<file path="config.mk">
export PLATFORM = sky130hd
export DESIGN_NAME = ram_sp_240x32_arb
export DESIGN_NICKNAME = d
export VERILOG_FILES = /design/src/rtl/ram_sp_240x32_arb_pkg.sv /design/src/rtl/ram_sp_240x32_arb_fifo_sync_reg.sv /design/src/rtl/ram_sp_240x32_arb.sv
export SDC_FILE = /design/constraint.sdc
export NUM_CORES = 1
export LEC_CHECK = 0
export CAP_MARGIN = 10
export CELL_PAD_IN_SITES_DETAIL_PLACEMENT = 2
export CELL_PAD_IN_SITES_GLOBAL_PLACEMENT = 2
export CORE_ASPECT_RATIO = 0.9
export CORE_MARGIN = 4
export CORE_UTILIZATION = 32
export CTS_CLUSTER_SIZE = 30
export DETAILED_ROUTE_END_ITERATION = 16
export PLACE_DENSITY = 0.93
export SLEW_MARGIN = 20
export SYNTH_ARGS = -nofsm -noshare
export SYNTH_HDL_FRONTEND = slang
export SYNTH_SLANG_ARGS = --single-unit
</file>
<file path="constraint.sdc">
create_clock -name clk -period 11.4 [get_ports clk]
set_input_delay 2.28 -clock clk [delete_from_list [all_inputs] [get_ports clk]]
set_output_delay 2.28 -clock clk [all_outputs]
set_load 0.01 [all_outputs]
</file>
<file path="src/rtl/ram_sp_240x32_arb_pkg.sv">
// ----------------------------------------------------------------------------
// ram_sp_240x32_arb_pkg
//   Shared constants and types for the 240x32 single-port SRAM front end.
//
//   Constants : RAM_240_ADR_WD, RAM_240_DAT_WD, RAM_240_DEPTH, RAM_240_FIFO_DEP
//   Types     : gnt_e  - which client was granted last (round-robin memory)
//               arb_e  - grant decision of the current cycle
//   Functions : arb_pick - round-robin choice between the two clients
// ----------------------------------------------------------------------------
package ram_sp_240x32_arb_pkg;

    localparam int RAM_240_ADR_WD   = 8;
    localparam int RAM_240_DAT_WD   = 32;
    localparam int RAM_240_DEPTH    = 240;
    localparam int RAM_240_FIFO_DEP = 3;

    // Last grant holder. Reset value is GNT_RD so the write client wins the
    // first contested cycle.
    typedef enum logic {
        GNT_WR = 1'b0,
        GNT_RD = 1'b1
    } gnt_e;

    // Decision for the SRAM port in the current cycle.
    typedef enum logic [1:0] {
        ARB_IDLE = 2'd0,
        ARB_WR   = 2'd1,
        ARB_RD   = 2'd2
    } arb_e;

    // Exactly one eligible client is granted; when both are eligible the one
    // that did not win last time gets the port.
    function automatic arb_e arb_pick(input logic wr_elig,
                                      input logic rd_elig,
                                      input gnt_e last);
        arb_e pick;
        pick = ARB_IDLE;
        if (wr_elig && rd_elig) begin
            pick = (last == GNT_RD) ? ARB_WR : ARB_RD;
        end else if (wr_elig) begin
            pick = ARB_WR;
        end else if (rd_elig) begin
            pick = ARB_RD;
        end
        return pick;
    endfunction

endpackage

</file>
<file path="src/rtl/ram_sp_240x32_arb_fifo_sync_reg.sv">
// ----------------------------------------------------------------------------
// fifo_sync_reg
//   Small register-based synchronous FIFO. Head entry is presented on pop_dat
//   whenever the FIFO is not empty (first-word-fall-through).
//
//   clk       in   clock
//   rst       in   synchronous reset, active-high (clears pointers and count)
//   push      in   write push_dat at the end of this cycle
//   push_dat  in   data to store
//   pop       in   drop the head entry at the end of this cycle
//   pop_dat   out  head entry (meaningful only when !empty)
//   full      out  no free entry
//   empty     out  no stored entry
//   count     out  number of stored entries, 0..DEPTH
//
//   A push while full is only accepted if a pop happens in the same cycle;
//   a push into a full FIFO without a pop is an overflow and is asserted on.
// ----------------------------------------------------------------------------
module fifo_sync_reg #(
    parameter int DEPTH = 3,
    parameter int WD    = 32
) (
    input  logic                       clk,
    input  logic                       rst,
    input  logic                       push,
    input  logic [WD-1:0]              push_dat,
    input  logic                       pop,
    output logic [WD-1:0]              pop_dat,
    output logic                       full,
    output logic                       empty,
    output logic [$clog2(DEPTH+1)-1:0] count
);

    localparam int PTR_WD = (DEPTH > 1) ? $clog2(DEPTH) : 1;
    localparam int CNT_WD = $clog2(DEPTH + 1);

    localparam logic [PTR_WD-1:0] PTR_LAST = PTR_WD'(DEPTH - 1);
    localparam logic [CNT_WD-1:0] CNT_FULL = CNT_WD'(DEPTH);

    logic [WD-1:0]     store_q [DEPTH];
    logic [PTR_WD-1:0] wr_ptr_q;
    logic [PTR_WD-1:0] rd_ptr_q;
    logic [CNT_WD-1:0] cnt_q;

    logic pop_ok;
    logic push_ok;

    assign empty   = (cnt_q == '0);
    assign full    = (cnt_q == CNT_FULL);
    assign count   = cnt_q;
    assign pop_dat = store_q[rd_ptr_q];

    assign pop_ok  = pop && !empty;
    // A pop in the same cycle frees the slot the push needs.
    assign push_ok = push && (!full || pop_ok);

    function automatic logic [PTR_WD-1:0] ptr_inc(input logic [PTR_WD-1:0] p);
        return (p == PTR_LAST) ? '0 : p + PTR_WD'(1);
    endfunction

    always_ff @(posedge clk) begin
        if (rst) begin
            wr_ptr_q <= '0;
            rd_ptr_q <= '0;
            cnt_q    <= '0;
        end else begin
            if (push_ok) begin
                wr_ptr_q <= ptr_inc(wr_ptr_q);
            end
            if (pop_ok) begin
                rd_ptr_q <= ptr_inc(rd_ptr_q);
            end
            case ({push_ok, pop_ok})
                2'b10:   cnt_q <= cnt_q + CNT_WD'(1);
                2'b01:   cnt_q <= cnt_q - CNT_WD'(1);
                default: cnt_q <= cnt_q;
            endcase
        end
    end

    // Data storage needs no reset: an entry is only read after being written.
    always_ff @(posedge clk) begin
        if (push_ok) begin
            store_q[wr_ptr_q] <= push_dat;
        end
    end

    always_ff @(posedge clk) begin
        if (!rst) begin
            assert (!(push && full && !pop_ok));
        end
    end

endmodule

</file>
<file path="src/rtl/ram_sp_240x32_arb.sv">
// ----------------------------------------------------------------------------
// ram_sp_240x32_arb
//   Access initiator and arbiter in front of a 240x32 single-port SRAM.
//   A write client and a read client share the single SRAM port, one access
//   per clock. Reads are returned in request order through a small FIFO whose
//   free space is reserved by a credit counter before a read is accepted.
//
//   clk, rst                     clock, synchronous active-high reset
//   wr_val_i/wr_rdy_o            write request handshake
//   wr_adr_i, wr_dat_i           write address / data
//   rd_val_i/rd_rdy_o            read request handshake
//   rd_adr_i                     read address
//   rd_dat_val_o/rd_dat_rdy_i    read return handshake
//   rd_dat_o                     read return data (request order)
//   err_adr_o                    pulse: accepted request had adr >= DEPTH
//   mem_adr_o, mem_wr_ena_o,
//   mem_wr_dat_o, mem_rd_ena_o   SRAM port, driven in the grant cycle
//   mem_rd_dat_i                 SRAM read data, valid the cycle after a read
//
//   Handshakes: every val/rdy pair transfers exactly in the cycles where both
//   val and rdy are 1. rdy of a request port is computed combinationally from
//   the request inputs and registered state and is never 1 during reset;
//   rd_dat_val_o depends only on registered state.
//
//   Timing of a read accepted in cycle N: SRAM read issued in N, data sampled
//   and pushed into the return FIFO at the end of N+1, rd_dat_val_o in N+2.
// ----------------------------------------------------------------------------
module ram_sp_240x32_arb
    import ram_sp_240x32_arb_pkg::*;
#(
    parameter int ADR_WD   = RAM_240_ADR_WD,
    parameter int DAT_WD   = RAM_240_DAT_WD,
    parameter int DEPTH    = RAM_240_DEPTH,
    parameter int FIFO_DEP = RAM_240_FIFO_DEP
) (
    input  logic              clk,
    input  logic              rst,
    input  logic              wr_val_i,
    output logic              wr_rdy_o,
    input  logic [ADR_WD-1:0] wr_adr_i,
    input  logic [DAT_WD-1:0] wr_dat_i,
    input  logic              rd_val_i,
    output logic              rd_rdy_o,
    input  logic [ADR_WD-1:0] rd_adr_i,
    output logic              rd_dat_val_o,
    input  logic              rd_dat_rdy_i,
    output logic [DAT_WD-1:0] rd_dat_o,
    output logic              err_adr_o,
    output logic [ADR_WD-1:0] mem_adr_o,
    output logic              mem_wr_ena_o,
    output logic [DAT_WD-1:0] mem_wr_dat_o,
    output logic              mem_rd_ena_o,
    input  logic [DAT_WD-1:0] mem_rd_dat_i
);

    localparam int CNT_WD = $clog2(FIFO_DEP + 1);

    localparam logic [CNT_WD-1:0] CNT_MAX = CNT_WD'(FIFO_DEP);
    localparam logic [ADR_WD-1:0] ADR_LIM = ADR_WD'(DEPTH);

    // ------------------------------------------------------------------
    // Registered state
    // ------------------------------------------------------------------
    gnt_e              rr_q;        // last grant holder
    gnt_e              rr_d;
    logic [CNT_WD-1:0] cnt_q;       // reads in flight + FIFO occupancy
    logic [CNT_WD-1:0] cnt_d;
    logic              pend_q;      // a read was issued last cycle
    logic              pend_ill_q;  // ... and its address was illegal

    // ------------------------------------------------------------------
    // Combinational decision for this cycle
    // ------------------------------------------------------------------
    arb_e              arb;
    logic              rd_elig;
    logic              wr_adr_ok;
    logic              rd_adr_ok;
    logic              gnt_wr;
    logic              gnt_rd;
    logic              ret_pop;

    // Return FIFO
    logic [DAT_WD-1:0] fifo_push_dat;
    logic [DAT_WD-1:0] fifo_head;
    logic              fifo_full;
    logic              fifo_empty;
    logic [CNT_WD-1:0] fifo_cnt;

    assign wr_adr_ok = (wr_adr_i < ADR_LIM);
    assign rd_adr_ok = (rd_adr_i < ADR_LIM);

    // A read may only be accepted while a FIFO slot is still unreserved.
    assign rd_elig = rd_val_i && (cnt_q < CNT_MAX);

    // Arbiter: next-state and grant outputs.
    always_comb begin
        arb  = ARB_IDLE;
        rr_d = rr_q;
        if (!rst) begin
            arb = arb_pick(wr_val_i, rd_elig, rr_q);
        end
        case (arb)
            ARB_WR:  rr_d = GNT_WR;
            ARB_RD:  rr_d = GNT_RD;
            default: rr_d = rr_q;
        endcase
    end

    always_ff @(posedge clk) begin
        if (rst) begin
            rr_q <= GNT_RD;
        end else begin
            rr_q <= rr_d;
        end
    end

    assign gnt_wr = (arb == ARB_WR);
    assign gnt_rd = (arb == ARB_RD);

    assign wr_rdy_o = gnt_wr;
    assign rd_rdy_o = gnt_rd;

    // SRAM port. Address and write data are forced to 0 without a grant so
    // the macro never sees X. An illegal address is handshaken but gets no
    // enable, so it never touches the array.
    always_comb begin
        mem_adr_o    = '0;
        mem_wr_dat_o = '0;
        mem_wr_ena_o = 1'b0;
        mem_rd_ena_o = 1'b0;
        err_adr_o    = 1'b0;
        if (gnt_wr) begin
            mem_adr_o    = wr_adr_i;
            mem_wr_dat_o = wr_dat_i;
            mem_wr_ena_o = wr_adr_ok;
            err_adr_o    = !wr_adr_ok;
        end else if (gnt_rd) begin
            mem_adr_o    = rd_adr_i;
            mem_rd_ena_o = rd_adr_ok;
            err_adr_o    = !rd_adr_ok;
        end
    end

    // ------------------------------------------------------------------
    // Read return path
    // ------------------------------------------------------------------
    always_ff @(posedge clk) begin
        if (rst) begin
            pend_q     <= 1'b0;
            pend_ill_q <= 1'b0;
        end else begin
            pend_q     <= gnt_rd;
            pend_ill_q <= gnt_rd && !rd_adr_ok;
        end
    end

    // An illegal read still occupies its slot in the return order, carrying 0.
    assign fifo_push_dat = pend_ill_q ? '0 : mem_rd_dat_i;

    // Gated by rst so a reset cycle never presents data left in the FIFO.
    assign rd_dat_val_o = !fifo_empty && !rst;
    assign rd_dat_o     = rd_dat_val_o ? fifo_head : '0;
    assign ret_pop      = rd_dat_val_o && rd_dat_rdy_i;

    fifo_sync_reg #(
        .DEPTH (FIFO_DEP),
        .WD    (DAT_WD)
    ) u_ret_fifo (
        .clk      (clk),
        .rst      (rst),
        .push     (pend_q),
        .push_dat (fifo_push_dat),
        .pop      (ret_pop),
        .pop_dat  (fifo_head),
        .full     (fifo_full),
        .empty    (fifo_empty),
        .count    (fifo_cnt)
    );

    // ------------------------------------------------------------------
    // Credit counter: +1 on read accept, -1 on return pop.
    // ------------------------------------------------------------------
    always_comb begin
        cnt_d = cnt_q;
        case ({gnt_rd, ret_pop})
            2'b10:   cnt_d = cnt_q + CNT_WD'(1);
            2'b01:   cnt_d = cnt_q - CNT_WD'(1);
            default: cnt_d = cnt_q;
        endcase
    end

    always_ff @(posedge clk) begin
        if (rst) begin
            cnt_q <= '0;
        end else begin
            cnt_q <= cnt_d;
        end
    end

    // Credits always equal what is outstanding, so a push can never find the
    // FIFO full without a pop in the same cycle.
    always_ff @(posedge clk) begin
        if (!rst) begin
            assert (cnt_q == fifo_cnt + CNT_WD'(pend_q));
            assert (!(pend_q && fifo_full && !ret_pop));
            assert (!(mem_wr_ena_o && mem_rd_ena_o));
        end
    end

endmodule

</file>
* After elaboration in Yosys (flattened, before gate mapping) *
Memories as Yosys holds them, arrays and structs flattened. A register that Yosys moved wholly into a read port is not among the register bits.
Index checks and enable logic that the tools add are counted.

word-level totals
  bits in registers = 11
  memory bits (writable) = 96
  output and inout port bits = 78
  word-level logic and storage cells = 67
  memories = 1

cells by class
  add/sub/neg operators = 6
  order comparisons = 3
  equal/unequal tests = 9
  muxes and demuxes = 24
  reductions and logical operators = 17

memories
  memory              words  width  read ports  clocked after memory_dff  wr ports  RTL line                               text
  u_ret_fifo.store_q  3      32     1           1                         1         ram_sp_240x32_arb_fifo_sync_reg.sv:40  logic [WD-1:0] store_q [DEPTH];

operators by type and width
  operator                                                                count
  32-bit two-way mux                                                      3
  2-bit two-way mux                                                       9
  8-bit less-than comparator (second input constant)                      2
  8-bit two-way mux                                                       2
  2-bit equality test (second input constant)                             6
  2-bit by 1-bit adder with 2-bit output (second input constant)          4
  2-bit case mux with 2 select lines                                      2
  1-bit logical AND                                                       7
  1-bit two-way mux                                                       7
  2-bit by 1-bit equality test with 1-bit output (second input constant)  3
  2-bit nonzero test                                                      3
  1-bit logical NOT                                                       5
  2-bit by 1-bit subtractor with 2-bit output (second input constant)     2
  2-bit logical NOT                                                       1
  2-bit less-than comparator (second input constant)                      1
  1-bit case mux with 2 select lines                                      1
  1-bit logical OR                                                        1

* Longest topological paths before layout *
Gate-level depths: netlist of the first run.

  depth after elaboration = 9
  mapped depth = 9

* Cells and area by module *
A second synthesis of the first run with hierarchy kept.

unflattened totals
  cells, all modules = 395
  area, all modules = 4928.5 um^2

modules (own cells, without submodules)
  module             instances  cells each  area each (um^2)  seq. area each (um^2)
  fifo_sync_reg      1          242         3900.0            3042.9
  ram_sp_240x32_arb  1          153         1028.5            100.1

* Worst setup path before layout of the first run *
OpenSTA, ideal clock, no wires.

  path kind = input to output
  start point = input rst
  end point = output err_adr_o
  arrival = 3623 ps
  required time = 9120 ps
  slack = 5497 ps
  stages on the path = 7
  buffers on the path = 2
  path through = buf_2 > a211o_1 > ha_1 > nor2b_1 > clkbuf_1 > inv_1 > o22ai_1

RTL lines
  item                                            RTL line                  text
  start: declaration                              ram_sp_240x32_arb.sv:37   input logic rst,
  2-bit two-way mux                               ram_sp_240x32_arb.sv:99   if (!rst) begin
  2-bit by 1-bit equality test with 1-bit output  ram_sp_240x32_arb.sv:117  assign gnt_wr = (arb == ARB_WR);
  via wr_rdy_o                                    ram_sp_240x32_arb.sv:39   output logic wr_rdy_o,
  1-bit two-way mux                               ram_sp_240x32_arb.sv:132  if (gnt_wr) begin
  end: declaration                                ram_sp_240x32_arb.sv:48   output logic err_adr_o,

The timed path passes the listed nets, and every way through them passes these cells.

* Worst setup path after layout of the first run *
  start point = input rst
  end point = output mem_adr_o[6]

on the way
  cells in the longest elaborated chain, start to end = 4

RTL lines
  item                   RTL line                  text
  2-bit two-way mux (*)  ram_sp_240x32_arb.sv:99
  2-bit equality test    ram_sp_240x32_arb.sv:118  assign gnt_rd = (arb == ARB_RD);
  8-bit two-way mux      ram_sp_240x32_arb.sv:137  end else if (gnt_rd) begin
  8-bit two-way mux (*)  ram_sp_240x32_arb.sv:132
  end: declaration       ram_sp_240x32_arb.sv:49   output logic [ADR_WD-1:0] mem_adr_o,

Every way passes the cells marked *; elsewhere a longest branch is shown, timed or not.

==> tab_implementation.tex, run 1 <==
\begin{tabular}{lr}
\hline
Metric & Value \\
\hline
\multicolumn{2}{l}{\textbf{Outcome}} \\
\quad Outcome & finished clean \\
\multicolumn{2}{l}{\textbf{Pwr}} \\
\quad Relative contribution of combinational cells to total power & a little under an eighth \\
\quad Power density over the cells & between 100 and 150 nW/um2 \\
\quad Internal power & approximately 0.65 mW \\
\quad Sequential Power Share & between 50\% and 60\% \\
\quad Proportion of total power due to net switching & between 20\% and 30\% \\
\quad Leakage dissipation & 2.34 nW \\
\quad Switching component of the power & roughly 0.20 mW \\
\quad Maximum resistive drop on vdd & approximately 0.079 mV \\
\quad Clock network power share & 36.2\% \\
\multicolumn{2}{l}{\textbf{Finish}} \\
\quad Share of post-route cells with drive strength above 1 & just under 7\% \\
\quad Antenna cells & 0 \\
\quad Area occupied by multi-input gates & 1670 um2 \\
\quad Total of fill cells in the finished design & between 1000 and 1500 \\
\quad Design area & just over 7000 um2 \\
\quad Relative area change from synthesis to final layout & 44.2\% \\
\quad Net count reported at finish & $\sim$600 \\
\quad Flip-flop and latch area & 3150 um2 \\
\multicolumn{2}{l}{\textbf{Worst setup path}} \\
\quad CP arrival & $\sim$5.2 ns \\
\quad Startpoint of the most critical register-to-register path & u\_ret\_fifo.count[0] \\
\quad Largest fanout on the critical path & 44 \\
\quad Kind of capture point of the worst setup path & primary output \\
\quad Worst R2R End & u\_ret\_fifo.count[1] \\
\quad Register-to-register setup slack & around 9 ns \\
\quad R2R depth & 7 \\
\quad Setup crit start kind & input pin \\
\quad Required time of the worst setup path & about 9 ns \\
\quad Critical path class & input pin to primary output \\
\multicolumn{2}{l}{\textbf{Drt}} \\
\quad Drc violations & 0 \\
\quad Final ANT Viol Nets & 0 \\
\quad Number of DRC violations after detailed-routing iteration 0 & 124 \\
\quad Via total after detailed routing & around 3400 \\
\quad Total wirelength of the detailed-routed design & 14.2 mm \\
\quad Via density per instance & about 4.8 \\
\quad Average wire per standard cell & a little under 20 um \\
\quad Pre-Repair DR Iteration Count & 4 \\
\multicolumn{2}{l}{\textbf{Yosys}} \\
\quad EDFF count, synth & 96 \\
\quad Top cells by count, synth & sky130\_fd\_sc\_hd\_\_edfxtp\_1 (96), sky130\_fd\_sc\_hd\_\_nor2b\_1 (37), sky130\_fd\_sc\_hd\_\_and2\_1 (36), sky130\_fd\_sc\_hd\_\_nor2\_1 (36), sky130\_fd\_sc\_hd\_\_mux2i\_1 (33) \\
\quad Synthesized instance count & roughly 360 \\
\quad Synth cell types & 32 \\
\quad Largest cells by area after synthesis & sky130\_fd\_sc\_hd\_\_edfxtp\_1 (59\%), sky130\_fd\_sc\_hd\_\_mux2\_1 (7.1\%), sky130\_fd\_sc\_hd\_\_mux2i\_1 (6.7\%) \\
\quad Most area-hungry cell type in the Yosys netlist & sky130\_fd\_sc\_hd\_\_edfxtp\_1 \\
\quad Total standard cell area after synthesis & between 4000 and 5000 um2 \\
\quad Most frequently used cell type in the post-synthesis netlist & sky130\_fd\_sc\_hd\_\_edfxtp\_1 \\
\quad Synthesized flop and latch total & about 110 \\
\quad Share of the synthesized area in the top cell type & about three fifths \\
\quad Post-synthesis async set-or-reset flop share & 0\% \\
\quad Mean area per synthesized cell & 13.8 um2 \\
\quad Sequential area share after synthesis & about 64\% \\
\quad Syn\_nets & between 400 and 500 \\
\quad Predominant post-synthesis flop cell & sky130\_fd\_sc\_hd\_\_edfxtp\_1 \\
\quad Synth Warn \# & 0 \\
\multicolumn{2}{l}{\textbf{Run}} \\
\quad Max-Cap Viols & 0 \\
\multicolumn{2}{l}{\textbf{STA}} \\
\quad RSZ-0062 raised after global routing & no \\
\quad Peak clock frequency supported by timing & about 0.13 GHz \\
\quad Setup Skew & roughly 0.0058 ns \\
\quad Max-slew violation count & 0 \\
\quad Hold Fails Final Rpt & 0 \\
\quad Time the worst path needs with I/O delays and setup & $\sim$7.5 ns \\
\quad Sum of negative setup slack & 0 ns \\
\quad Actual slew at the worst max-slew pin & about 0.9 ns \\
\quad Fin crit share & between 60\% and 70\% \\
\quad Worst hold slack & 0.536 ns \\
\quad Tightest slew margin relative to the limit & approximately two fifths \\
\quad Count of final setup violators & 0 \\
\multicolumn{2}{l}{\textbf{Floorplanning}} \\
\quad Core region area & 14900 um2 \\
\quad Die Y-Extent & roughly 130 um \\
\quad Die X & $\sim$140 um \\
\quad Initial standard-cell utilization of the core & $\sim$33\% \\
\quad Die outline area & between 15000 and 20000 um2 \\
\quad Boundary pin count & about 160 \\
\quad Site row count & 42 \\
\multicolumn{2}{l}{\textbf{Hold path}} \\
\quad Endpoint of the worst hold path & cnt\_q[1] \\
\quad Hold Crit Class & flop to flop \\
\quad Cell depth of the worst hold path & 2 \\
\quad Worst min-delay path startpoint & cnt\_q[1] \\
\multicolumn{2}{l}{\textbf{Clock network}} \\
\quad Number of buffers created by CTS & 9 \\
\quad Clock Tree Buf Depth & 2 \\
\quad Clock tree from TritonCTS & built \\
\quad Number of cells upsized or downsized after cts & 0 \\
\quad Clk\_lat worst skew & 0.36 ns \\
\quad Clk sink count & 109 \\
\quad Clock Tree Root & sky130\_fd\_sc\_hd\_\_clkbuf\_16 \\
\quad H-tree depth reported by CTS & 3 \\
\quad CTS hold repair buffers & 0 \\
\quad Number of setup buffers added after CTS & 0 \\
\quad Clock transition at the registers of the reported paths & $\sim$0.070 ns \\
\multicolumn{2}{l}{\textbf{Place}} \\
\quad Count of input and output buffers & 162 \\
\quad Post-detailed-placement half-perimeter wirelength & about 10 mm \\
\quad Placed inst area & about 6700 um2 \\
\quad Global placement routability congestion & 0.738 \\
\multicolumn{2}{l}{\textbf{GRT}} \\
\quad Largest net degree at the start of global routing & 45 \\
\quad Via count of the first global-routing pass & 3957 \\
\quad All-layer global routing usage & 16.4\% \\
\quad Initial antenna violation count & 0 \\
\quad Global-route wire length before repair & approximately 22 mm \\
\quad Remaining Overflow, GRT & 0 \\
\hline
\end{tabular}
metal layers:
| layer | vias to the layer above | wire [um] | GRT usage [%] |
|---|---|---|---|
| met3 | 12 | 686 | 4.66 |
| met5 | - | 0 | 0 |
| met4 | 0 | 173 | 4.59 |
| met2 | 99 | 7730 | 31.0 |
| met1 | 1736 | 5590 | 17.8 |
| li1 | 1596 | - | - |
power groups by stage:
stage | Clock [mW] | Sequential [mW] | Combinational [mW]
6_report | 0.307 | 0.444 | 0.0989
5_1_grt | 0.334 | 0.445 | 0.107
4_1_cts | 0.317 | 0.444 | 0.0997
3_5_place_dp | 0 | 0.454 | 0.0986
3_3_place_gp | 0 | 0.453 | 0.0931
2_1_floorplan | 0 | 0.450 | 0.0408
worst max-delay path by stage:
stage / start / to / cells after the start
global placement: rst / err_adr_o / 7
detailed placement: rst / mem_adr_o[6] / 7
floorplan: rst / err_adr_o / 7
CTS: rst / mem_adr_o[6] / 7
finish: rst / mem_adr_o[6] / 7
global route: rst / err_adr_o / 8
cell usage in the layout, fill, tap and decap left out, types with 5 or more instances in the layout:
cell type | synthesis | layout
sky130_fd_sc_hd__nor2b_1 | 37 | 37
sky130_fd_sc_hd__a22o_1 | 10 | 10
sky130_fd_sc_hd__clkdlybuf4s50_1 | 0 | 162
sky130_fd_sc_hd__and2_1 | 36 | 36
sky130_fd_sc_hd__dfxtp_1 | 13 | 11
sky130_fd_sc_hd__mux2_1 | 31 | 31
sky130_fd_sc_hd__nand2_1 | 5 | 5
sky130_fd_sc_hd__edfxtp_1 | 96 | 96
sky130_fd_sc_hd__nor2_1 | 36 | 36
sky130_fd_sc_hd__mux2i_1 | 33 | 33
sky130_fd_sc_hd__buf_4 | 0 | 6
sky130_fd_sc_hd__clkbuf_16 | 0 | 9
through the flow:
| step | total power [mW] | setup WS [ns] | std cells | util [%] |
|---|---|---|---|---|
| final | 0.850 | 3.91 | 718 | 47.6 |
| after global routing | 0.886 | 3.65 | 718 | 47.6 |
| after CTS | 0.862 | 3.52 | 717 | 47.3 |
| after detailed placement | 0.552 | 3.53 | 701 | 45.4 |
| after global placement | 0.546 | 3.89 | 701 | 45.3 |
| after floorplan | 0.491 | 5.50 | 355 | - |
cells by family (layout without fill, tap and decap cells):
logic type      count (synthesis)  after routing  synth area share [%]
mux                            66             66                  14.3
buf+inv                        25            190                  2.52
compound gates                 23             23                  3.67
flops                         109            109                  64.1
simple gates                  124            124                  13.7
fa+ha+maj                       4              4                  1.02
xor+xnor                        4              4                 0.714
critical path, cell delays in order:
cell and delay [ns]:
sky130_fd_sc_hd__clkdlybuf4s50_1 0.80, sky130_fd_sc_hd__nor2b_1 0.12, sky130_fd_sc_hd__o21a_1 0.14, sky130_fd_sc_hd__ha_2 0.40, sky130_fd_sc_hd__nor2b_1 0.65, sky130_fd_sc_hd__a22o_1 0.24
sky130_fd_sc_hd__clkdlybuf4s50_1 0.56
final cells by class:
cell class              count  share of cell area [%]
flip-flops and latches    109                    44.5
clock inverters             7                   0.990
multi-input cells         221                    23.6
inverters                   5                   0.265
repair buffers            169                    23.9
clock buffers               9                    3.18
well taps                 198                    3.50
sequential cells by signal (all words and copies together), names as in the netlist, named ones only:
name,count
rr_q,1
pend_q,1
pend_ill_q,1
cnt_q,2
u_ret_fifo.wr_ptr_q,2
u_ret_fifo.rd_ptr_q,2
u_ret_fifo.store_q,96
u_ret_fifo.count,2
(Power assumes the default switching activity.)
==> run 2, diff against run 1 <==
--- a/config.mk
+++ b/config.mk
@@ -10,10 +10,10 @@
 export CELL_PAD_IN_SITES_GLOBAL_PLACEMENT = 2
 export CORE_ASPECT_RATIO = 0.9
 export CORE_MARGIN = 4
-export CORE_UTILIZATION = 32
+export CORE_UTILIZATION = 30
 export CTS_CLUSTER_SIZE = 30
 export DETAILED_ROUTE_END_ITERATION = 16
-export PLACE_DENSITY = 0.93
+export PLACE_DENSITY = 0.88
 export SLEW_MARGIN = 20
 export SYNTH_ARGS = -nofsm -noshare
 export SYNTH_HDL_FRONTEND = slang
==> constraint.sdc (replaced) <==
create_clock -name clk -period 7.56 [get_ports clk]
set_input_delay 1.512 -clock clk [delete_from_list [all_inputs] [get_ports clk]]
set_output_delay 1.512 -clock clk [all_outputs]
set_load 0.01 [all_outputs]
==> run 2 against run 1 <==
Against the previous run:
- first-iteration DRC count grew 10%
- clock power increased by 41%
- worst setup slack lost 2.4 ns
- clock skew increased by 0.0026 ns
- flip-flop and latch count is the same
- power increased by 47%
- critical path type unchanged
- critical endpoint is now err_adr_o
- highest routed layer unchanged
==> tab_implementation.tex, run 2 (synthesized netlist as in run 1, its figures left out) <==
\begin{tabular}{lr}
\hline
Metric & Value \\
\hline
\multicolumn{2}{l}{\textbf{Outcome}} \\
\quad Outcome & finished clean (unchanged) \\
\multicolumn{2}{l}{\textbf{STA}} \\
\quad Hold Fails Final Rpt & 0 (unchanged) \\
\quad Count of final setup violators & 0 (unchanged) \\
\quad Setup Skew & 0.00840 ns (was 0.00575 ns) \\
\quad Actual slew at the worst max-slew pin & 0.889 ns (was 0.907 ns) \\
\quad Tightest slew margin relative to the limit & 40.7\% (was 39.5\%) \\
\quad RSZ-0062 raised after global routing & no (unchanged) \\
\quad Sum of negative setup slack & 0 ns (unchanged) \\
\quad Fin crit share & 80.3\% \\
\quad Max-slew violation count & 0 (unchanged) \\
\quad Peak clock frequency supported by timing & 0.165 GHz \\
\quad Setup WS post-layout & 1.49 ns (was 3.91 ns) \\
\quad Time the worst path needs with I/O delays and setup & about 6.1 ns \\
\multicolumn{2}{l}{\textbf{Pwr}} \\
\quad Relative contribution of combinational cells to total power & 11.9\% (was 11.6\%) \\
\quad Switching component of the power & 0.273 mW (was 0.198 mW) \\
\quad Leakage dissipation & 2.31 nW (was 2.34 nW) \\
\quad Clock network power share & 34.5\% (was 36.2\%) \\
\quad Maximum resistive drop on vdd & 0.106 mV (was 0.0789 mV) \\
\quad Total Power Consumption & 1.25 mW (was 0.850 mW) \\
\quad Internal power & 0.978 mW (was 0.653 mW) \\
\quad Proportion of total power due to net switching & 21.8\% (was 23.2\%) \\
\quad Power density over the cells & 177 nW/um2 (was 120 nW/um2) \\
\quad Sequential Power Share & 53.5\% (was 52.2\%) \\
\multicolumn{2}{l}{\textbf{Place}} \\
\quad Post-detailed-placement half-perimeter wirelength & 10.3 mm (was 10.1 mm) \\
\quad Count of input and output buffers & 162 (unchanged) \\
\quad Global placement routability congestion & 0.816 (was 0.738) \\
\quad Pre-CTS setup slack & 1.12 ns (was 3.53 ns) \\
\quad Number of placed instances, taps included & 709 (was 701) \\
\multicolumn{2}{l}{\textbf{Clock network}} \\
\quad Clk sink count & 109 (unchanged) \\
\quad Clock Tree Root & sky130\_fd\_sc\_hd\_\_clkbuf\_16 (unchanged) \\
\quad H-tree depth reported by CTS & 3 (unchanged) \\
\quad Clk\_lat worst skew & 0.34 ns (was 0.36 ns) \\
\quad Number of setup buffers added after CTS & 0 (unchanged) \\
\quad Clock tree from TritonCTS & built (unchanged) \\
\quad Number of buffers created by CTS & 9 (unchanged) \\
\quad Clock transition at the registers of the reported paths & 0.07 ns (about the same) \\
\quad CTS hold repair buffers & 0 (unchanged) \\
\quad Clock Tree Buf Depth & 2 (unchanged) \\
\quad Number of cells upsized or downsized after cts & 0 (unchanged) \\
\multicolumn{2}{l}{\textbf{Finish}} \\
\quad Antenna cells & 0 (unchanged) \\
\quad Number of standard cells in the layout, taps in and fillers out & 726 (was 718) \\
\quad Most common library cell in the layout ignoring fill and taps & sky130\_fd\_sc\_hd\_\_clkdlybuf4s50\_1 (unchanged) \\
\quad Number of flip-flops in the largest register & 96 (unchanged) \\
\quad Relative area change from synthesis to final layout & 43.9\% (was 44.2\%) \\
\quad Share of post-route cells with drive strength above 1 & 5.97\% (was 6.73\%) \\
\quad Net count reported at finish & 603 (was 604) \\
\quad Leading cell types in the layout, fill and taps excluded & sky130\_fd\_sc\_hd\_\_clkdlybuf4s50\_1 (162), sky130\_fd\_sc\_hd\_\_edfxtp\_1 (96), sky130\_fd\_sc\_hd\_\_nor2b\_1 (37) (unchanged) \\
\quad Total of fill cells in the finished design & 1606 (was 1429) \\
\quad Largest register by flop count & u\_ret\_fifo.store\_q (unchanged) \\
\quad Final core utilization & 43.9\% (was 47.6\%) \\
\multicolumn{2}{l}{\textbf{GRT}} \\
\quad Largest net degree at the start of global routing & 45 (unchanged) \\
\quad All-layer global routing usage & 15.8\% (was 16.4\%) \\
\quad Initial antenna violation count & 0 (unchanged) \\
\quad Remaining Overflow, GRT & 0 (unchanged) \\
\quad Via count of the first global-routing pass & 3905 (was 3957) \\
\quad Global-route wire length before repair & 22.4 mm (was 22.3 mm) \\
\multicolumn{2}{l}{\textbf{Worst setup path}} \\
\quad Setup crit end & err\_adr\_o (was mem\_adr\_o[6]) \\
\quad Slowest stage cell on the critical path & sky130\_fd\_sc\_hd\_\_clkdlybuf4s50\_1 (unchanged) \\
\quad Crit-path cells & clkdlybuf4s50\_1, nor2b\_1, o21a\_1, ha\_2, nor2b\_1, inv\_1, o22ai\_1, clkdlybuf4s50\_1 (was clkdlybuf4s50\_1, nor2b\_1, o21a\_1, ha\_2, nor2b\_1, a22o\_1, clkdlybuf4s50\_1) \\
\quad Required time of the worst setup path & 6.05 ns (was 9.12 ns) \\
\quad Setup crit start kind & input pin (unchanged) \\
\quad Critical path class & input pin to primary output (unchanged) \\
\quad R2R depth & 7 (unchanged) \\
\quad Worst R2R End & u\_ret\_fifo.count[1] (unchanged) \\
\quad CP arrival & 4.56 ns (was 5.21 ns) \\
\quad Slowest stage delay, CP & 0.82 ns (was 0.80 ns) \\
\quad Critical Path Start & rst (unchanged) \\
\quad Largest fanout on the critical path & 44 (unchanged) \\
\quad Register-to-register setup slack & 5.32 ns (was 9.03 ns) \\
\quad Kind of capture point of the worst setup path & primary output (unchanged) \\
\quad Startpoint of the most critical register-to-register path & u\_ret\_fifo.count[0] (unchanged) \\
\multicolumn{2}{l}{\textbf{Drt}} \\
\quad Via total after detailed routing & 3397 (was 3443) \\
\quad Pre-Repair DR Iteration Count & 4 (unchanged) \\
\quad Drc violations & 0 (unchanged) \\
\quad Final ANT Viol Nets & 0 (unchanged) \\
\quad Number of DRC violations after detailed-routing iteration 0 & 137 (was 124) \\
\quad Average wire per standard cell & 19.6 um (was 19.8 um) \\
\quad Via density per instance & 4.68 (was 4.80) \\
\quad Total wirelength of the detailed-routed design & 14.2 mm (about the same) \\
\multicolumn{2}{l}{\textbf{Hold path}} \\
\quad Hold Crit Class & flop to flop (unchanged) \\
\multicolumn{2}{l}{\textbf{Floorplanning}} \\
\quad Initial standard-cell utilization of the core & 30.5\% (was 33.0\%) \\
\quad Boundary pin count & 163 (unchanged) \\
\quad Site row count & 44 (was 42) \\
\quad Die X & 143 um (was 139 um) \\
\quad Core region area & 16100 um2 (was 14900 um2) \\
\quad Die Y-Extent & 129 um (was 125 um) \\
\quad Die outline area & 18500 um2 (was 17400 um2) \\
\multicolumn{2}{l}{\textbf{Run}} \\
\quad Max-Cap Viols & 0 (unchanged) \\
\hline
\end{tabular}
run 2: worst min-delay path by stage:
stage / start / end / slack (ns) / cells after the start
3_5_place_dp: cnt_q[1] / cnt_q[1] / 0.49 / 2
4_1_cts: cnt_q[1] / cnt_q[1] / 0.50 / 2
5_1_grt: cnt_q[1] / cnt_q[1] / 0.55 / 2
6_report: cnt_q[1] / cnt_q[1] / 0.49 / 2
3_3_place_gp: cnt_q[1] / cnt_q[1] / 0.47 / 2
2_1_floorplan: cnt_q[1] / cnt_q[1] / 0.46 / 2
run 2: metrics by stage:
stage          hold WS, ns  cell area (um2)
2_1_floorplan        0.458             4910
3_3_place_gp         0.467             6740
3_5_place_dp         0.493             6760
4_1_cts              0.504             7030
5_1_grt              0.551             7060
6_report             0.495             7060
run 2: worst max-delay path: cells and delay by family:
family / cells / cell delay [ns]
buffers and inverters: 3 / 1.51
AND/OR/NAND/NOR: 2 / 0.82
adder cells (fa/ha/maj): 1 / 0.39
AO/OA/AOI/OAI: 2 / 0.30
run 2: cell type report:
class	count	area, um2	share of cell area, %
Clock inverter	4	32.5	0.461
Multi-Input combinational cell	221	1680	23.8
Timing Repair Buffer	168	1690	23.9
Inverter	5	18.8	0.266
Sequential cell	109	3150	44.6
Tap cell	207	259	3.67
Clock buffer	12	236	3.35
run 2: power groups by stage:
stage / combinational (mW) / sequential (mW) / clock, mW
after global placement: 0.141 / 0.683 / 0
after floorplan: 0.0615 / 0.678 / 0
after CTS: 0.151 / 0.671 / 0.446
after detailed placement: 0.150 / 0.684 / 0
after global routing: 0.162 / 0.671 / 0.474
final: 0.149 / 0.670 / 0.432
run 2: metal layers:
metal | vias up | global-route usage, % | share of wire [%]
met5 | - | 0 | 0
met4 | 0 | 2.63 | 0.72
met3 | 11 | 2.88 | 2.6
met1 | 1742 | 18.9 | 41
li1 | 1583 | - | -
met2 | 61 | 29.9 | 56
==> run 3, diff against run 2 <==
--- a/config.mk
+++ b/config.mk
@@ -10,10 +10,10 @@
 export CELL_PAD_IN_SITES_GLOBAL_PLACEMENT = 2
 export CORE_ASPECT_RATIO = 0.9
 export CORE_MARGIN = 4
-export CORE_UTILIZATION = 30
+export CORE_UTILIZATION = 27
 export CTS_CLUSTER_SIZE = 30
 export DETAILED_ROUTE_END_ITERATION = 16
-export PLACE_DENSITY = 0.88
+export PLACE_DENSITY = 0.84
 export SLEW_MARGIN = 20
 export SYNTH_ARGS = -nofsm -noshare
 export SYNTH_HDL_FRONTEND = slang
==> constraint.sdc (replaced) <==
create_clock -name clk -period 5.1 [get_ports clk]
set_input_delay 1.02 -clock clk [delete_from_list [all_inputs] [get_ports clk]]
set_output_delay 1.02 -clock clk [all_outputs]
set_load 0.01 [all_outputs]
==> run 3 against run 2 <==
Against the previous run:
- clock power is 61% higher
- utilization decreased by 3.8 points
- clock-buffer cell count down 3
- via count down 1.6%
- largest cell class unchanged
==> tab_implementation.tex, run 3 (synthesized netlist as in run 1, its figures left out) <==
\begin{tabular}{lr}
\hline
Metric & Value \\
\hline
\multicolumn{2}{l}{\textbf{STA}} \\
\quad Fin crit share & 88.0\% \\
\quad Hold Fails Final Rpt & 0 (unchanged) \\
\quad Count of final setup violators & 0 (unchanged) \\
\quad Setup Skew & 0.00761 ns (was 0.00840 ns) \\
\quad Actual slew at the worst max-slew pin & 1.00 ns (was 0.889 ns) \\
\quad Time the worst path needs with I/O delays and setup & $\sim$4.5 ns \\
\quad Max-slew violation count & 0 (unchanged) \\
\quad Peak clock frequency supported by timing & 0.223 GHz \\
\quad Tightest slew margin relative to the limit & 33.0\% (was 40.7\%) \\
\quad Sum of negative setup slack & 0 ns (unchanged) \\
\quad RSZ-0062 raised after global routing & no (unchanged) \\
\multicolumn{2}{l}{\textbf{Place}} \\
\quad Global placement routability congestion & 0.828 (was 0.816) \\
\quad Post-detailed-placement half-perimeter wirelength & 10.3 mm (about the same) \\
\quad Count of input and output buffers & 162 (unchanged) \\
\quad Number of placed instances, taps included & 746 (was 709) \\
\multicolumn{2}{l}{\textbf{Outcome}} \\
\quad Outcome & finished clean (unchanged) \\
\multicolumn{2}{l}{\textbf{Finish}} \\
\quad Leading cell types in the layout, fill and taps excluded & sky130\_fd\_sc\_hd\_\_clkdlybuf4s50\_1 (162), sky130\_fd\_sc\_hd\_\_edfxtp\_1 (96), sky130\_fd\_sc\_hd\_\_nor2b\_1 (37) (unchanged) \\
\quad Antenna cells & 0 (unchanged) \\
\quad Flip-flop and latch area & 3150 um2 (unchanged) \\
\quad Net count reported at finish & 606 (was 603) \\
\quad Number of flip-flops in the largest register & 96 (unchanged) \\
\quad Area occupied by multi-input gates & 1660 um2 (was 1680 um2) \\
\quad Largest register by flop count & u\_ret\_fifo.store\_q (unchanged) \\
\quad Share of post-route cells with drive strength above 1 & 6.70\% (was 5.97\%) \\
\quad Total of fill cells in the finished design & 1834 (was 1606) \\
\quad Number of standard cells in the layout, taps in and fillers out & 762 (was 726) \\
\quad Relative area change from synthesis to final layout & 45.0\% (was 43.9\%) \\
\quad Most common library cell in the layout ignoring fill and taps & sky130\_fd\_sc\_hd\_\_clkdlybuf4s50\_1 (unchanged) \\
\multicolumn{2}{l}{\textbf{Worst setup path}} \\
\quad Register-to-register setup slack & 2.64 ns (was 5.32 ns) \\
\quad Worst R2R End & u\_ret\_fifo.count[1] (unchanged) \\
\quad Critical path class & input pin to primary output (unchanged) \\
\quad Cell type with the highest occurrence count on the critical path & sky130\_fd\_sc\_hd\_\_clkdlybuf4s50\_1 \\
\quad CP arrival & 3.47 ns (was 4.56 ns) \\
\quad Largest fanout on the critical path & 43 (was 44) \\
\quad Number of stages on the worst setup path & 8 (unchanged) \\
\quad R2R depth & 6 (was 7) \\
\quad Kind of capture point of the worst setup path & primary output (unchanged) \\
\quad Crit-path cells & clkdlybuf4s50\_1, nor2b\_1, o21a\_1, ha\_1, buf\_4, inv\_1, o22ai\_1, clkdlybuf4s50\_1 (was clkdlybuf4s50\_1, nor2b\_1, o21a\_1, ha\_2, nor2b\_1, inv\_1, o22ai\_1, clkdlybuf4s50\_1) \\
\quad Required time of the worst setup path & 4.08 ns (was 6.05 ns) \\
\quad Setup crit start kind & input pin (unchanged) \\
\quad Slowest stage cell on the critical path & sky130\_fd\_sc\_hd\_\_clkdlybuf4s50\_1 (unchanged) \\
\quad Startpoint of the most critical register-to-register path & u\_ret\_fifo.count[1] (was u\_ret\_fifo.count[0]) \\
\quad Count of buffer and inverter cells on the critical path & 4 (was 3) \\
\quad Slowest stage delay, CP & 0.68 ns (was 0.82 ns) \\
\quad Largest delay share family, worst path & buffers and inverters (unchanged) \\
\multicolumn{2}{l}{\textbf{Pwr}} \\
\quad Maximum resistive drop on vdd & 0.111 mV (was 0.106 mV) \\
\quad Total Power Consumption & 1.91 mW (was 1.25 mW) \\
\quad Leakage dissipation & 2.35 nW (was 2.31 nW) \\
\quad Power density over the cells & 268 nW/um2 (was 177 nW/um2) \\
\multicolumn{2}{l}{\textbf{Hold path}} \\
\quad Cell depth of the worst hold path & 2 (unchanged) \\
\quad Worst min-delay path startpoint & cnt\_q[1] (unchanged) \\
\quad Endpoint of the worst hold path & cnt\_q[1] (unchanged) \\
\quad Hold Crit Class & flop to flop (unchanged) \\
\multicolumn{2}{l}{\textbf{Clock network}} \\
\quad Clk\_lat worst skew & 0.34 ns (about the same) \\
\quad Clock transition at the registers of the reported paths & 0.07 ns (about the same) \\
\quad H-tree depth reported by CTS & 3 (unchanged) \\
\quad Number of cells upsized or downsized after cts & 0 (unchanged) \\
\quad Number of buffers created by CTS & 9 (unchanged) \\
\quad Clock Tree Buf Depth & 2 (unchanged) \\
\quad Clock tree from TritonCTS & built (unchanged) \\
\quad Clock Tree Root & sky130\_fd\_sc\_hd\_\_clkbuf\_16 (unchanged) \\
\quad CTS hold repair buffers & 0 (unchanged) \\
\quad Clk sink count & 109 (unchanged) \\
\quad Number of setup buffers added after CTS & 0 (unchanged) \\
\multicolumn{2}{l}{\textbf{GRT}} \\
\quad Largest net degree at the start of global routing & 44 (was 45) \\
\quad Initial antenna violation count & 0 (unchanged) \\
\quad Via count of the first global-routing pass & 3981 (was 3905) \\
\quad Remaining Overflow, GRT & 0 (unchanged) \\
\quad All-layer global routing usage & 14.1\% (was 15.8\%) \\
\quad Global-route wire length before repair & 21.9 mm (was 22.4 mm) \\
\multicolumn{2}{l}{\textbf{Drt}} \\
\quad Total wirelength of the detailed-routed design & 14.0 mm (was 14.2 mm) \\
\quad Pre-Repair DR Iteration Count & 4 (unchanged) \\
\quad Final ANT Viol Nets & 0 (unchanged) \\
\quad Drc violations & 0 (unchanged) \\
\quad Average wire per standard cell & 18.3 um (was 19.6 um) \\
\quad Via total after detailed routing & 3342 (was 3397) \\
\quad Via density per instance & 4.39 (was 4.68) \\
\quad Number of DRC violations after detailed-routing iteration 0 & 140 (was 137) \\
\multicolumn{2}{l}{\textbf{Floorplanning}} \\
\quad Core region area & 17700 um2 (was 16100 um2) \\
\quad Die outline area & 20400 um2 (was 18500 um2) \\
\quad Die Y-Extent & 136 um (was 129 um) \\
\quad Initial standard-cell utilization of the core & 27.7\% (was 30.5\%) \\
\quad Site row count & 46 (was 44) \\
\quad Boundary pin count & 163 (unchanged) \\
\quad Die X & 150 um (was 143 um) \\
\multicolumn{2}{l}{\textbf{Run}} \\
\quad Max-Cap Viols & 0 (unchanged) \\
\hline
\end{tabular}
## run 3: worst max-delay path by stage
stage	slack [ns]	start	end
floorplan	0.91	rd_dat_rdy_i	u_ret_fifo.store_q[2][0]
detailed placement	0.60	rst	err_adr_o
global route	0.32	rst	err_adr_o
global placement	0.78	rst	err_adr_o
CTS	0.59	rst	err_adr_o
finish	0.61	rst	err_adr_o
## run 3: tightest hold or removal path: stages, from the launching register on
cell and delay (ns):
sky130_fd_sc_hd__dfxtp_1 0.32, sky130_fd_sc_hd__o21ai_0 0.09, sky130_fd_sc_hd__a21oi_1 0.07
## run 3: final cells by class
type	instances	area share, %
sequential	109	44.2
timing repair buffer	171	23.7
multi-input combinational	221	23.4
tap	240	4.22
clock buffer	9	3.17
clock inverter	7	1.02
inverter	5	0.264
## run 3: power breakdown
group,switching (mW),total [mW],leakage [nW],internal (mW)
sequential,0.0124,0.993,0.973,0.980
combinational,0.0850,0.219,1.23,0.134
clock,0.313,0.697,0.150,0.384
total,0.410,1.91,2.35,1.50
## run 3: layer usage
| layer | part of all wire, % | vias to the layer above | global-route usage, % |
|---|---|---|---|
| li1 | - | 1588 | - |
| met1 | 38 | 1600 | 15.0 |
| met2 | 51 | 140 | 25.4 |
| met3 | 9.2 | 14 | 6.07 |
| met4 | 1.4 | 0 | 4.27 |
| met5 | 0 | - | 0 |
## run 3: through the flow
stage / cell area (um2) / util [%] / hold slack (ns) / worst slack [ns]
after floorplan: 4910 / - / 0.458 / 0.905
after global placement: 6820 / 38.4 / 0.471 / 0.776
after detailed placement: 6820 / 38.4 / 0.515 / 0.595
after CTS: 7110 / 40.1 / 0.532 / 0.591
after global routing: 7120 / 40.1 / 0.584 / 0.319
final: 7120 / 40.1 / 0.531 / 0.613
